<file path="src/rtl/seg7_scan_driver.sv">
// Multiplexed seven-segment scan driver: time-slots NUM_DIGITS digits with an
// anode-off guard, frame-aligned double buffering and leading-zero blanking.

// Active-low hex-to-segment decoder for one digit; blank forces all segments off.
module seg7_digit_dec (
  input  logic [3:0] nib,
  input  logic       blank,
  output logic [6:0] seg
);
  always_comb begin
    seg = 7'b1111111;
    if (!blank) begin
      unique case (nib)
        4'h0: seg = 7'b1000000;
        4'h1: seg = 7'b1111001;
        4'h2: seg = 7'b0100100;
        4'h3: seg = 7'b0110000;
        4'h4: seg = 7'b0011001;
        4'h5: seg = 7'b0010010;
        4'h6: seg = 7'b0000010;
        4'h7: seg = 7'b1111000;
        4'h8: seg = 7'b0000000;
        4'h9: seg = 7'b0010000;
        4'hA: seg = 7'b0001000;
        4'hB: seg = 7'b0000011;
        4'hC: seg = 7'b1000110;
        4'hD: seg = 7'b0100001;
        4'hE: seg = 7'b0000110;
        default: seg = 7'b0001110;
      endcase
    end
  end
endmodule

module seg7_scan_driver #(
  parameter int NUM_DIGITS   = 4,
  parameter int SLOT_CYCLES  = 8333,
  parameter int GUARD_CYCLES = 2
) (
  input  logic                    clk,
  input  logic                    rst,
  input  logic                    en7Seg,
  input  logic [4*NUM_DIGITS-1:0] hex,
  input  logic [NUM_DIGITS-1:0]   dpIn,
  input  logic                    lzBlank,
  input  logic                    load,
  output logic [NUM_DIGITS-1:0]   anodes,
  output logic [6:0]              segs,
  output logic                    decimalPt,
  output logic                    frameDone
);
  localparam int CW = (SLOT_CYCLES > 1) ? $clog2(SLOT_CYCLES) : 1;
  localparam int IW = $clog2(NUM_DIGITS);
  localparam logic [CW-1:0] CNT_LAST = CW'(SLOT_CYCLES - 1);
  localparam logic [IW-1:0] IDX_LAST = IW'(NUM_DIGITS - 1);

  logic [CW-1:0] cnt;
  logic [IW-1:0] idx;
  logic          slot_end, frame_end, guard;

  assign slot_end  = (cnt == CNT_LAST);
  assign frame_end = slot_end && (idx == IDX_LAST);

  always_ff @(posedge clk or posedge rst) begin
    if (rst) begin
      cnt <= '0;
      idx <= '0;
    end else if (slot_end) begin
      cnt <= '0;
      idx <= frame_end ? '0 : idx + 1'b1;
    end else begin
      cnt <= cnt + 1'b1;
    end
  end

  generate
    if (GUARD_CYCLES == 0) begin : g_noguard
      assign guard = 1'b0;
    end else begin : g_guard
      assign guard = ({{(32-CW){1'b0}}, cnt} < 32'(GUARD_CYCLES));
    end
  endgenerate

  // Double buffer: loads land in pend and only reach disp at the frame boundary,
  // so a frame never mixes two loads.
  logic [4*NUM_DIGITS-1:0] pend_hex, disp_hex;
  logic [NUM_DIGITS-1:0]   pend_dp, disp_dp;
  logic                    pend_lz, disp_lz, pend_vld;

  always_ff @(posedge clk or posedge rst) begin
    if (rst) begin
      pend_hex <= '0;
      pend_dp  <= '0;
      pend_lz  <= 1'b0;
      pend_vld <= 1'b0;
      disp_hex <= '0;
      disp_dp  <= '0;
      disp_lz  <= 1'b0;
    end else begin
      if (load) begin
        pend_hex <= hex;
        pend_dp  <= dpIn;
        pend_lz  <= lzBlank;
      end
      if (frame_end) begin
        pend_vld <= 1'b0;
        if (load) begin
          disp_hex <= hex;
          disp_dp  <= dpIn;
          disp_lz  <= lzBlank;
        end else if (pend_vld) begin
          disp_hex <= pend_hex;
          disp_dp  <= pend_dp;
          disp_lz  <= pend_lz;
        end
      end else if (load) begin
        pend_vld <= 1'b1;
      end
    end
  end

  // hi_zero[i]: digit i and every digit above it are zero.
  logic [NUM_DIGITS:0]            hi_zero;
  logic [NUM_DIGITS-1:0]          blank;
  logic [NUM_DIGITS-1:0][6:0]     dec;

  assign hi_zero[NUM_DIGITS] = 1'b1;

  generate
    for (genvar i = 0; i < NUM_DIGITS; i++) begin : g_dig
      assign hi_zero[i] = hi_zero[i+1] && (disp_hex[4*i +: 4] == 4'h0);
      if (i == 0) begin : g_first
        assign blank[i] = 1'b0;
      end else begin : g_rest
        assign blank[i] = disp_lz && hi_zero[i];
      end
      seg7_digit_dec u_dec (
        .nib   (disp_hex[4*i +: 4]),
        .blank (blank[i]),
        .seg   (dec[i])
      );
    end
  endgenerate

  always_ff @(posedge clk or posedge rst) begin
    if (rst) begin
      anodes    <= '1;
      segs      <= 7'b1111111;
      decimalPt <= 1'b1;
      frameDone <= 1'b0;
    end else begin
      anodes    <= (en7Seg && !guard) ? ~(NUM_DIGITS'(1) << idx) : '1;
      segs      <= dec[idx];
      decimalPt <= ~disp_dp[idx];
      frameDone <= frame_end;
    end
  end
endmodule

</file>
<file path="config.mk">
export PLATFORM = sky130hd
export DESIGN_NAME = seg7_scan_driver
export DESIGN_NICKNAME = d
export VERILOG_FILES = /design/src/rtl/seg7_scan_driver.sv
export SDC_FILE = /design/constraint.sdc
export NUM_CORES = 1
export LEC_CHECK = 0
export CORE_MARGIN = 2
export CORE_UTILIZATION = 63
export DETAILED_ROUTE_END_ITERATION = 8
export GPL_TIMING_DRIVEN = 0
export PLACE_DENSITY = 0.86
export SETUP_SLACK_MARGIN = 0.15
export SLEW_MARGIN = 20
export SYNTH_ARGS = -nofsm -noshare
export SYNTH_HDL_FRONTEND = slang
export SYNTH_HIERARCHICAL = 1
export SYNTH_SLANG_ARGS = --single-unit
</file>
<file path="constraint.sdc">
create_clock -name clk -period 4.9 [get_ports clk]
set_clock_uncertainty 0.05 [all_clocks]
set_input_delay 0.98 -clock clk [delete_from_list [all_inputs] [get_ports clk]]
set_output_delay 0.98 -clock clk [all_outputs]
set_load 0.1 [all_outputs]
</file>
Yosys cells after proc, flatten, opt, wreduce, memory -nomap -nowiden
Memory sizes are Yosys's and may differ from the RTL's.
Index checks and enable logic that the tools add are counted.
W data, S select, Z words.
{ "word_totals": {"mem_count": 4, "inputBits": 25, "mem_bits_ro": 448, "output_inout_bits": 13, "word_cells": 58, "regBits": 72, "mem_bits_rw": 0, "latchBits": 0} }
{ "mem_list": {"columns": ["name", "words", "width", "rd", "rd_ports_with_merged_regs", "write_ports", "line", "source"], "rows": [
  ["(no name shown)", 16, 7, 1, 0, 0, "13", "unique case (nib)"],
  ["(no name shown)", 16, 7, 1, 0, 0, "13", null],
  ["(no name shown)", 16, 7, 1, 0, 0, "13", null],
  ["(no name shown)", 16, 7, 1, 0, 0, "13", null]
]} }
{ "classes": {"magnitude_cmp": 2, "n_bitwise": 2, "reduce_logical": 14, "n_addsub": 2, "multipliers": 0, "n_mux": 18, "n_shift": 1, "n_eq_ne": 2, "n_div": 0} }
{ "ops": {"columns": ["operator", "count"], "rows": [
  ["$mux W16", 2],
  ["$mux W7", 4],
  ["$add A14 B1 Y14 const B", 1],
  ["$bmux W7 S2", 1],
  ["$eq A14 B14 Y1 const B", 1],
  ["$lt A14 B2 Y1 const B", 1],
  ["$mux W14", 1],
  ["$logic_not A4 Y1", 3],
  ["$mux W4", 3],
  ["$logic_and A1 B1 Y1", 7],
  ["$mux W1", 5],
  ["$not A4 Y4", 1],
  ["$reduce_bool A2 Y1", 2],
  ["$shl A1 B2 Y4 const A", 1],
  ["$lt A2 B3 Y1 const B", 1],
  ["$add A2 B1 Y2 const B", 1],
  ["$bmux W1 S2", 1],
  ["$eq A2 B2 Y1 const B", 1],
  ["$mux W2", 1],
  ["$reduce_and A2 Y1", 1],
  ["$logic_not A1 Y1", 1],
  ["$not A1 Y1", 1]
]} }

Longest topological paths before layout
Gate-level depths: netlist of run 1.
{ "logic_depth": {"ltp_word": 7, "depth_mapped": 7, "mapped_depth_nobuf": 6} }

Modules after synthesis
The synthesis of run 1 kept the hierarchy.
{ "by_module_without_submodules": {"columns": ["module", "area_per_inst_um2", "cells_per_inst", "instances", "seq_area_each_um2"], "rows": [
  ["seg7_scan_driver", 3118.0, 209, 1, 1816.7],
  ["seg7_digit_dec (g_dig[2].u_dec ...)", 299.0, 35, 2, 0.0],
  ["seg7_digit_dec (g_dig[0].u_dec)", 295.3, 35, 1, 0.0],
  ["seg7_digit_dec (g_dig[1].u_dec)", 276.5, 39, 1, 0.0]
]} }

Worst setup path before layout of run 1
No wires, ideal clock.
{ "synth_path": {"path_type": "register to register", "start": "register disp_hex[12]", "end": "register segs[1]", "setup_ns": 0.094, "arrival_ns": 1.896, "path_slack_ns": 2.861, "required_ns": 4.756, "period_less_slack_ns": 2.039, "path_buffers": 0, "path_stages_with_launch": 6, "cell_sequence": "dfrtp_1 inv_1 ha_1 or2_2 a311o_1 mux4_2"} }
{ "synth_lines": {"columns": ["item", "line", "source"], "rows": [
  ["start: declaration", "86", "logic [4*NUM_DIGITS-1:0] pend_hex, disp_hex;"],
  ["start signal: assignment", "112", "disp_hex <= pend_hex;"],
  ["end signal: assignment", "153", "segs <= dec[idx];"],
  ["end: declaration", "48", "output logic [6:0] segs,"]
]} }

Worst setup path after layout of run 1
{ "layout_path": {"start": "register segs[4]", "end": "output port segs[4]"} }
No word-level cell between the ends.

==> results of run 1 <==
[worst register-to-register path: stages (launching register included)]
cell                        delay (ns)
sky130_fd_sc_hd__dfrtp_1          0.52
sky130_fd_sc_hd__nor4_1           0.12
sky130_fd_sc_hd__and2_1           0.26
sky130_fd_sc_hd__and3_1           0.26
sky130_fd_sc_hd__a2111oi_0        0.47
sky130_fd_sc_hd__a31oi_1          0.12
sky130_fd_sc_hd__mux4_2           0.49
[synthesized netlist by cell type (2+ instances only)]
cell                         n  area, sq um
sky130_fd_sc_hd__dfrtp_1    60         1500
sky130_fd_sc_hd__ha_1       34          425
sky130_fd_sc_hd__inv_1      23         86.3
sky130_fd_sc_hd__mux2_2     22          248
sky130_fd_sc_hd__mux2_4     20          300
sky130_fd_sc_hd__nor2_1     18         67.6
sky130_fd_sc_hd__nand2_1    16         60.1
sky130_fd_sc_hd__dfstp_2    12          315
sky130_fd_sc_hd__mux2i_1    11          110
sky130_fd_sc_hd__mux4_2      8          180
sky130_fd_sc_hd__nor2b_1     8         50.1
sky130_fd_sc_hd__o21ai_0     8         40.0
sky130_fd_sc_hd__and3_1      7         43.8
sky130_fd_sc_hd__buf_6       7         78.8
sky130_fd_sc_hd__nand2b_1    7         43.8
sky130_fd_sc_hd__xnor2_1     7         61.3
sky130_fd_sc_hd__a221o_1     6         60.1
sky130_fd_sc_hd__a32oi_1     6         52.6
sky130_fd_sc_hd__mux2_1      6         67.6
sky130_fd_sc_hd__a31oi_1     5         31.3
sky130_fd_sc_hd__buf_2       5         25.0
sky130_fd_sc_hd__nand3_1     5         25.0
sky130_fd_sc_hd__a311o_1     4         40.0
sky130_fd_sc_hd__nor3_1      4         20.0
sky130_fd_sc_hd__nor4_1      4         25.0
sky130_fd_sc_hd__xor2_1      4         35.0
sky130_fd_sc_hd__a211o_1     3         26.3
sky130_fd_sc_hd__nand4_1     3         18.8
sky130_fd_sc_hd__o221ai_1    3         26.3
sky130_fd_sc_hd__or2_2       3         18.8
sky130_fd_sc_hd__a2111oi_0   2         17.5
sky130_fd_sc_hd__a21oi_1     2         10.0
sky130_fd_sc_hd__and2_1      2         12.5
sky130_fd_sc_hd__and4_2      2         20.0
sky130_fd_sc_hd__buf_4       2         15.0
sky130_fd_sc_hd__nand2_2     2         12.5
sky130_fd_sc_hd__nor4_4      2         42.5
[how the worst max path moves through the flow]
stage | start | to | depth (start not counted)
2_1_floorplan | rst | cnt[0] | 1
4_1_cts | segs[6] | segs[6] | 1
5_1_grt | segs[6] | segs[6] | 1
6_report | segs[4] | segs[4] | 1
3_5_place_dp | load | disp_dp[3] | 4
3_3_place_gp | rst | pend_hex[11] | 2
[area by class of cell]
class | count | area, sq um
Buffer | 15 | 123
Clock buffer | 10 | 128
Clock inverter | 6 | 92.6
Fill cell | 437 | 1650
Inverter | 23 | 88.8
Multi-Input combinational cell | 249 | 2280
Sequential cell | 72 | 1820
Tap cell | 80 | 100
Timing Repair Buffer | 38 | 398
[per-layer routing]
layer	GRT usage (%)	vias up	wire length (microns)	share of wire [%]
met3	5.52	19	368	4.5
met4	8.81	0	167	2.0
met2	39.0	75	4050	49
li1	-	1371	-	-
met1	31.1	1444	3640	44
met5	0	-	0	0
[sequential cells by signal, indices dropped and copies added, names as in the netlist]
name / count
pend_vld: 1
pend_hex: 16
decimalPt: 1
cnt: 14
anodes: 4
pend_lz: 1
pend_dp: 4
frameDone: 1
disp_hex: 16
disp_lz: 1
idx: 2
disp_dp: 4
segs: 7
[layout by cell type (no fill, tap or decap), types with 3 or more instances in the layout]
| cell | count |
|---|---|
| sky130_fd_sc_hd__mux2_1 | 6 |
| sky130_fd_sc_hd__mux4_2 | 8 |
| sky130_fd_sc_hd__o221ai_1 | 3 |
| sky130_fd_sc_hd__a32oi_1 | 6 |
| sky130_fd_sc_hd__ha_1 | 34 |
| sky130_fd_sc_hd__nand2_1 | 16 |
| sky130_fd_sc_hd__inv_1 | 22 |
| sky130_fd_sc_hd__nor2_1 | 18 |
| sky130_fd_sc_hd__o21ai_0 | 8 |
| sky130_fd_sc_hd__nor3_1 | 4 |
| sky130_fd_sc_hd__xnor2_1 | 7 |
| sky130_fd_sc_hd__a221o_1 | 6 |
| sky130_fd_sc_hd__mux2_4 | 20 |
| sky130_fd_sc_hd__buf_2 | 5 |
| sky130_fd_sc_hd__nand4_1 | 3 |
| sky130_fd_sc_hd__nor2b_1 | 8 |
| sky130_fd_sc_hd__buf_6 | 7 |
| sky130_fd_sc_hd__a31oi_1 | 5 |
| sky130_fd_sc_hd__dfrtp_1 | 60 |
| sky130_fd_sc_hd__or2_2 | 3 |
| sky130_fd_sc_hd__conb_1 | 7 |
| sky130_fd_sc_hd__a211o_1 | 3 |
| sky130_fd_sc_hd__nand2b_1 | 7 |
| sky130_fd_sc_hd__nand3_1 | 5 |
| sky130_fd_sc_hd__clkbuf_8 | 9 |
| sky130_fd_sc_hd__nor4_1 | 4 |
| sky130_fd_sc_hd__mux2_2 | 22 |
| sky130_fd_sc_hd__mux2i_1 | 11 |
| sky130_fd_sc_hd__dfstp_2 | 12 |
| sky130_fd_sc_hd__xor2_1 | 4 |
| sky130_fd_sc_hd__clkdlybuf4s50_1 | 37 |
| sky130_fd_sc_hd__a311o_1 | 4 |
| sky130_fd_sc_hd__and3_1 | 7 |
[power breakdown]
| part | leakage (nW) | internal (mW) | switching (mW) |
|---|---|---|---|
| logic | 1.25 | 0.0450 | 0.0543 |
| clock network | 0.108 | 0.290 | 0.228 |
| registers | 0.897 | 0.616 | 0.00531 |
| total | 2.25 | 0.951 | 0.287 |
[stage by stage]
step                      hold slack (ns)  setup WS, ns
after floorplan                     0.412          2.06
after global placement              0.430         0.940
after detailed placement            0.434          2.22
after CTS                           0.451          1.85
after global routing                0.462          1.83
final                               0.448          1.86
[cells by family after synthesis]
family / count (synthesis)
XOR/XNOR: 11
AO/OA/AOI/OAI: 42
buffers and inverters: 38
other: 1
multiplexers: 67
adder cells (fa/ha/maj): 34
AND/OR/NAND/NOR: 88
flip-flops: 72
==> impl_summary.log, run 1 <==
[metrics] status: completed
[metrics] Worst EP arrival: 2.01 ns
[metrics] wire length per cell: 16.7 microns
[metrics] # Post-CTS Setup Buffers: 0
[metrics] Clock Path Buffers: 2
[metrics] Placer Congestion: 0.809
[metrics] number of buffers added to fix hold violations after cts: 0
[metrics] distinct cell type count of the synthesized netlist: 47
[metrics] Nets: 467
[metrics] proportion of synthesized chip area in sequential cells: 42.4%
[metrics] Inserted Clock Buffers: 9
[metrics] number of maximum-capacitance violations: 0
[metrics] Core Rows: 30
[metrics] ordered list of cells on the worst path: clkdlybuf4s50_1
[metrics] number of antenna violations at the first check in global routing: 0
[metrics] number of primary I/O pins: 38
[metrics] number of flops mapped to enable cells by yosys: 0
[metrics] area post-placement: 0.00481 sq mm
[metrics] Slowest cell on crit path: sky130_fd_sc_hd__clkdlybuf4s50_1
[metrics] clock-pin slew on the worst setup and hold paths: 0.08 ns
[metrics] share of synthesized area spent on multiplexers: 21.1%
[metrics] Crit path largest cell delay: 1.13 ns
[metrics] count of port buffers added during placement: 37
[metrics] total track usage: 23.8%
[metrics] Post-Route WL: 8.23 mm
[metrics] y dimension of the die: 86.5 microns
[metrics] prevailing post-synth register cell: sky130_fd_sc_hd__dfrtp_1
[metrics] combinational family with the most area after synthesis: multiplexers
[metrics] Startpoint Class: flip-flop
[metrics] worst-path maximum fanout: 1
[metrics] clock tree from TritonCTS: done
[metrics] share of the clock period used by the worst path after layout: 62.0%
[metrics] number of global-route vias before repair: 2903
[metrics] post-detail-place hpwl: 5.93 mm
[metrics] average vias per placed instance: 5.90
[metrics] critical path class: flip-flop to output port
[metrics] Worst Tran Pin Value: 0.972 ns
[metrics] Hold Crit Endpoint: pend_hex[15]
[metrics] nature of the critical path endpoint: output port
[metrics] area of the die: 0.00748 sq mm
[metrics] end of the worst register-to-register path: segs[3]
[metrics] Max IR drop VDD: 246 uV
[metrics] antenna-violating nets left: 0
[metrics] number of H-tree levels: 3
[metrics] Initial DRC Count: 202
[metrics] data required time at the worst endpoint: 3.87 ns
[metrics] grt ovf: 0
[metrics] Worst-Skew Late Latency: 0.35 ns
[metrics] Area Overhead vs Synth: 17.3%
[metrics] Lkg Pwr: 2.25 nW
[metrics] Reg-to-Reg Start: disp_hex[12]
[metrics] Achievable Freq: 0.329 GHz
[metrics] post-synthesis compound-gate area fraction: 7.65%
[metrics] adder and majority cell fraction of the synthesized area: 9.92%
[metrics] largest net degree at the start of global routing: 54
[metrics] Worst Hold Path Cells: 1
[metrics] Post-Synthesis Cell Area: 0.00429 sq mm
[metrics] post-cts repair resize count: 0
[metrics] path type of the worst min-delay path: flip-flop to flip-flop
[metrics] placeable core region: 0.00668 sq mm
[metrics] hold path startpoint: pend_hex[15]
[metrics] horizontal die dimension: 86.5 microns
[metrics] Post-Synth XOR/XNOR Area: 2.25%
[metrics] number of endpoints failing setup at the final stage: 0
[metrics] Min Clock Period, post-route: 3.04 ns
[metrics] overall power: 1.24 mW
[metrics] Max Transition Viols Final: 0
[metrics] relative slew slack: 35.0%
[metrics] Setup TNS Final: 0 ns
[metrics] simple-gate share of the synthesized area: 11.7%
[metrics] Power per Cell Area: 246 mW/mm^2
[metrics] CP top delay family: buffers and inverters
[metrics] wire length of the first global-routing pass: 13.7 mm
[metrics] Residual DRC: 0
[metrics] ANT cells: 0
[metrics] synthesized area per cell: 12.1 sq um
[metrics] CTS Sinks: 72
[metrics] fin util: 75.3%
[metrics] clock root buffer: sky130_fd_sc_hd__clkbuf_8
[metrics] share of final-layout standard cells stronger than drive strength 1: 25.2%
[metrics] Cell Count Post-Placement: 477
[metrics] Final Hold Viols: 0
[metrics] routed vias: 2909
[metrics] setup repair after global routing missed its margin: no
[metrics] TritonRoute pass-1 iters: 4
[metrics] initial core utilization: 64.2%
[metrics] gate count of the mapped netlist: 353
[metrics] Buf/Inv on CP: 1
[metrics] setup slack of the worst register-to-register path: 2.52 ns
[metrics] Layout Cells excl Fill: 493
[metrics] total number of yosys warnings: 6
[metrics] post-route design area: 0.00503 sq mm
[metrics] post-synthesis sequential element count: 72
[metrics] logic depth of the worst register-to-register path: 6
[metrics] share of async-settable or async-resettable flops after synthesis: 100%
(Power assumes the default switching activity.)
==> run 2, diff against run 1 <==
--- a/config.mk
+++ b/config.mk
@@ -6,10 +6,10 @@
 export NUM_CORES = 1
 export LEC_CHECK = 0
 export CORE_MARGIN = 2
-export CORE_UTILIZATION = 63
+export CORE_UTILIZATION = 58
 export DETAILED_ROUTE_END_ITERATION = 8
 export GPL_TIMING_DRIVEN = 0
-export PLACE_DENSITY = 0.86
+export PLACE_DENSITY = 0.8
 export SETUP_SLACK_MARGIN = 0.15
 export SLEW_MARGIN = 20
 export SYNTH_ARGS = -nofsm -noshare
==> constraint.sdc (replaced) <==
create_clock -name clk -period 3.2 [get_ports clk]
set_clock_uncertainty 0.05 [all_clocks]
set_input_delay 0.64 -clock clk [delete_from_list [all_inputs] [get_ports clk]]
set_output_delay 0.64 -clock clk [all_outputs]
set_load 0.1 [all_outputs]
==> run 2 against run 1 <==
Net effect:
- sequential power rose by 53%
- via count down 0.52%
- largest cell class unchanged
- design area grew 0.42%
- hold slack worse by 0.0053 ns
- wire length fell by 0.61%
- critical path depth is the same
- clock-buffer cell count did not move
- non-clock buffer count is the same
- cell count up 3.9%
- critical endpoint is now anodes[0]
==> impl_summary.log, run 2 (synthesized netlist as in run 1, its figures left out) <==
[metrics] Hold Slack: 0.443 ns
[metrics] worst-path maximum fanout: 1
[metrics] Residual DRC: 0
[metrics] Max Transition Viols Final: 0
[metrics] clock tree from TritonCTS: done
[metrics] initial core utilization: 59.4%
[metrics] post-cts repair resize count: 0
[metrics] Post-Route WL: 8.18 mm
[metrics] setup slack of the worst register-to-register path: 0.91 ns
[metrics] antenna-violating nets left: 0
[metrics] largest net degree at the start of global routing: 53
[metrics] number of primary I/O pins: 38
[metrics] Final WS setup: 0.506 ns
[metrics] wire length per cell: 16.0 microns
[metrics] status: completed
[metrics] number of global-route vias before repair: 2943
[metrics] fin util: 70.0%
[metrics] Nets: 467
[metrics] grt ovf: 0
[metrics] Min Clock Period, post-route: 2.69 ns
[metrics] leading cell types in the layout, fill and taps excluded: 60 x sky130_fd_sc_hd__dfrtp_1, 37 x sky130_fd_sc_hd__clkdlybuf4s50_1, 34 x sky130_fd_sc_hd__ha_1
[metrics] Max IR drop VDD: 223 uV
[metrics] y dimension of the die: 90.0 microns
[metrics] horizontal die dimension: 90.0 microns
[metrics] number of endpoints failing setup at the final stage: 0
[metrics] end of the worst register-to-register path: segs[3]
[metrics] Lkg Pwr: 2.25 nW
[metrics] average vias per placed instance: 5.65
[metrics] number of buffers added to fix hold violations after cts: 0
[metrics] # Post-CTS Setup Buffers: 0
[metrics] Initial DRC Count: 114
[metrics] routed vias: 2894
[metrics] logic depth of the worst register-to-register path: 6
[metrics] ordered list of cells on the worst path: clkdlybuf4s50_1
[metrics] wire length of the first global-routing pass: 14.1 mm
[metrics] post-detail-place hpwl: 5.94 mm
[metrics] CTS Sinks: 72
[metrics] share of final-layout standard cells stronger than drive strength 1: 25.2%
[metrics] clock-pin slew on the worst setup and hold paths: 0.08 ns
[metrics] placeable core region: 0.00721 sq mm
[metrics] Worst Tran Pin Value: 0.974 ns
[metrics] setup repair after global routing missed its margin: no
[metrics] clock root buffer: sky130_fd_sc_hd__clkbuf_8
[metrics] TritonRoute pass-1 iters: 4
[metrics] cell count along the critical path: 1
[metrics] endpoint of the most critical setup path: anodes[0]
[metrics] count of port buffers added during placement: 37
[metrics] Worst EP arrival: 2.00 ns
[metrics] Worst-Skew Late Latency: 0.35 ns
[metrics] most common cell after layout, fill and taps aside: sky130_fd_sc_hd__dfrtp_1
[metrics] area of the die: 0.00810 sq mm
[metrics] Startpoint Class: flip-flop
[metrics] Area Overhead vs Synth: 17.8%
[metrics] Final Hold Viols: 0
[metrics] Crit path largest cell delay: 1.12 ns
[metrics] Setup TNS Final: 0 ns
[metrics] Inserted Clock Buffers: 9
[metrics] nature of the critical path endpoint: output port
[metrics] data required time at the worst endpoint: 2.51 ns
[metrics] registers with the most flip-flops: disp_hex: 16 flops, pend_hex: 16 flops, cnt: 14 flops
[metrics] number of maximum-capacitance violations: 0
[metrics] path type of the worst min-delay path: flip-flop to flip-flop
[metrics] Slowest cell on crit path: sky130_fd_sc_hd__clkdlybuf4s50_1
[metrics] Achievable Freq: 0.371 GHz
[metrics] post-placement setup slack: 0.825 ns
[metrics] CP top delay family: buffers and inverters
[metrics] total track usage: 21.6%
[metrics] share of the clock period used by the worst path after layout: 84.2%
[metrics] Buf/Inv on CP: 1
[metrics] ANT cells: 0
[metrics] critical path startpoint: anodes[0]
[metrics] Reg-to-Reg Start: disp_hex[12]
[metrics] Clock Path Buffers: 2
[metrics] number of antenna violations at the first check in global routing: 0
[metrics] Placer Congestion: 0.836
[metrics] number of H-tree levels: 3
[metrics] relative slew slack: 34.9%
[metrics] critical path class: flip-flop to output port
[metrics] Core Rows: 31
[metrics] Power per Cell Area: 377 mW/mm^2
-- run 2: cell types whose count changed in the layout (fill, tap and decap cells not counted), sizes merged --
cell    change
clkinv      -1
inv         +1
-- run 2: final cells by class --
class	count	area, sq um
fill	532	2160
timing repair buffer	38	398
buffer	15	123
clock buffer	10	128
clock inverter	6	90.1
multi-input combinational	249	2280
sequential	72	1820
tap	99	124
inverter	23	88.8
-- run 2: per-stage QoR --
| stage | total power, mW | instances | cell area, sq um |
|---|---|---|---|
| final | 1.90 | 512 | 5050 |
| after global routing | 1.98 | 512 | 5050 |
| after CTS | 1.92 | 512 | 5050 |
| after detailed placement | 1.12 | 496 | 4830 |
| after global placement | 1.11 | 495 | 4800 |
| after floorplan | 1.06 | 359 | 4310 |
-- run 2: layer usage --
metal	routed length, microns	GRT usage (%)
met5	0	0
met3	373	5.20
met2	4030	36.0
met4	75	6.28
met1	3700	28.4
-- run 2: worst min path at each step --
stage | start | endpoint | depth (start not counted)
CTS | pend_vld | pend_vld | 2
finish | pend_vld | pend_vld | 2
global placement | pend_vld | pend_vld | 2
detailed placement | pend_vld | pend_vld | 2
floorplan | pend_vld | pend_vld | 2
global route | pend_hex[3] | pend_hex[3] | 1
-- run 2: power by group --
group          switching, mW  internal (mW)  leakage, nW
clock network          0.357          0.444        0.107
logic                 0.0834         0.0688         1.25
registers            0.00761          0.943        0.897
total                  0.448           1.46         2.25
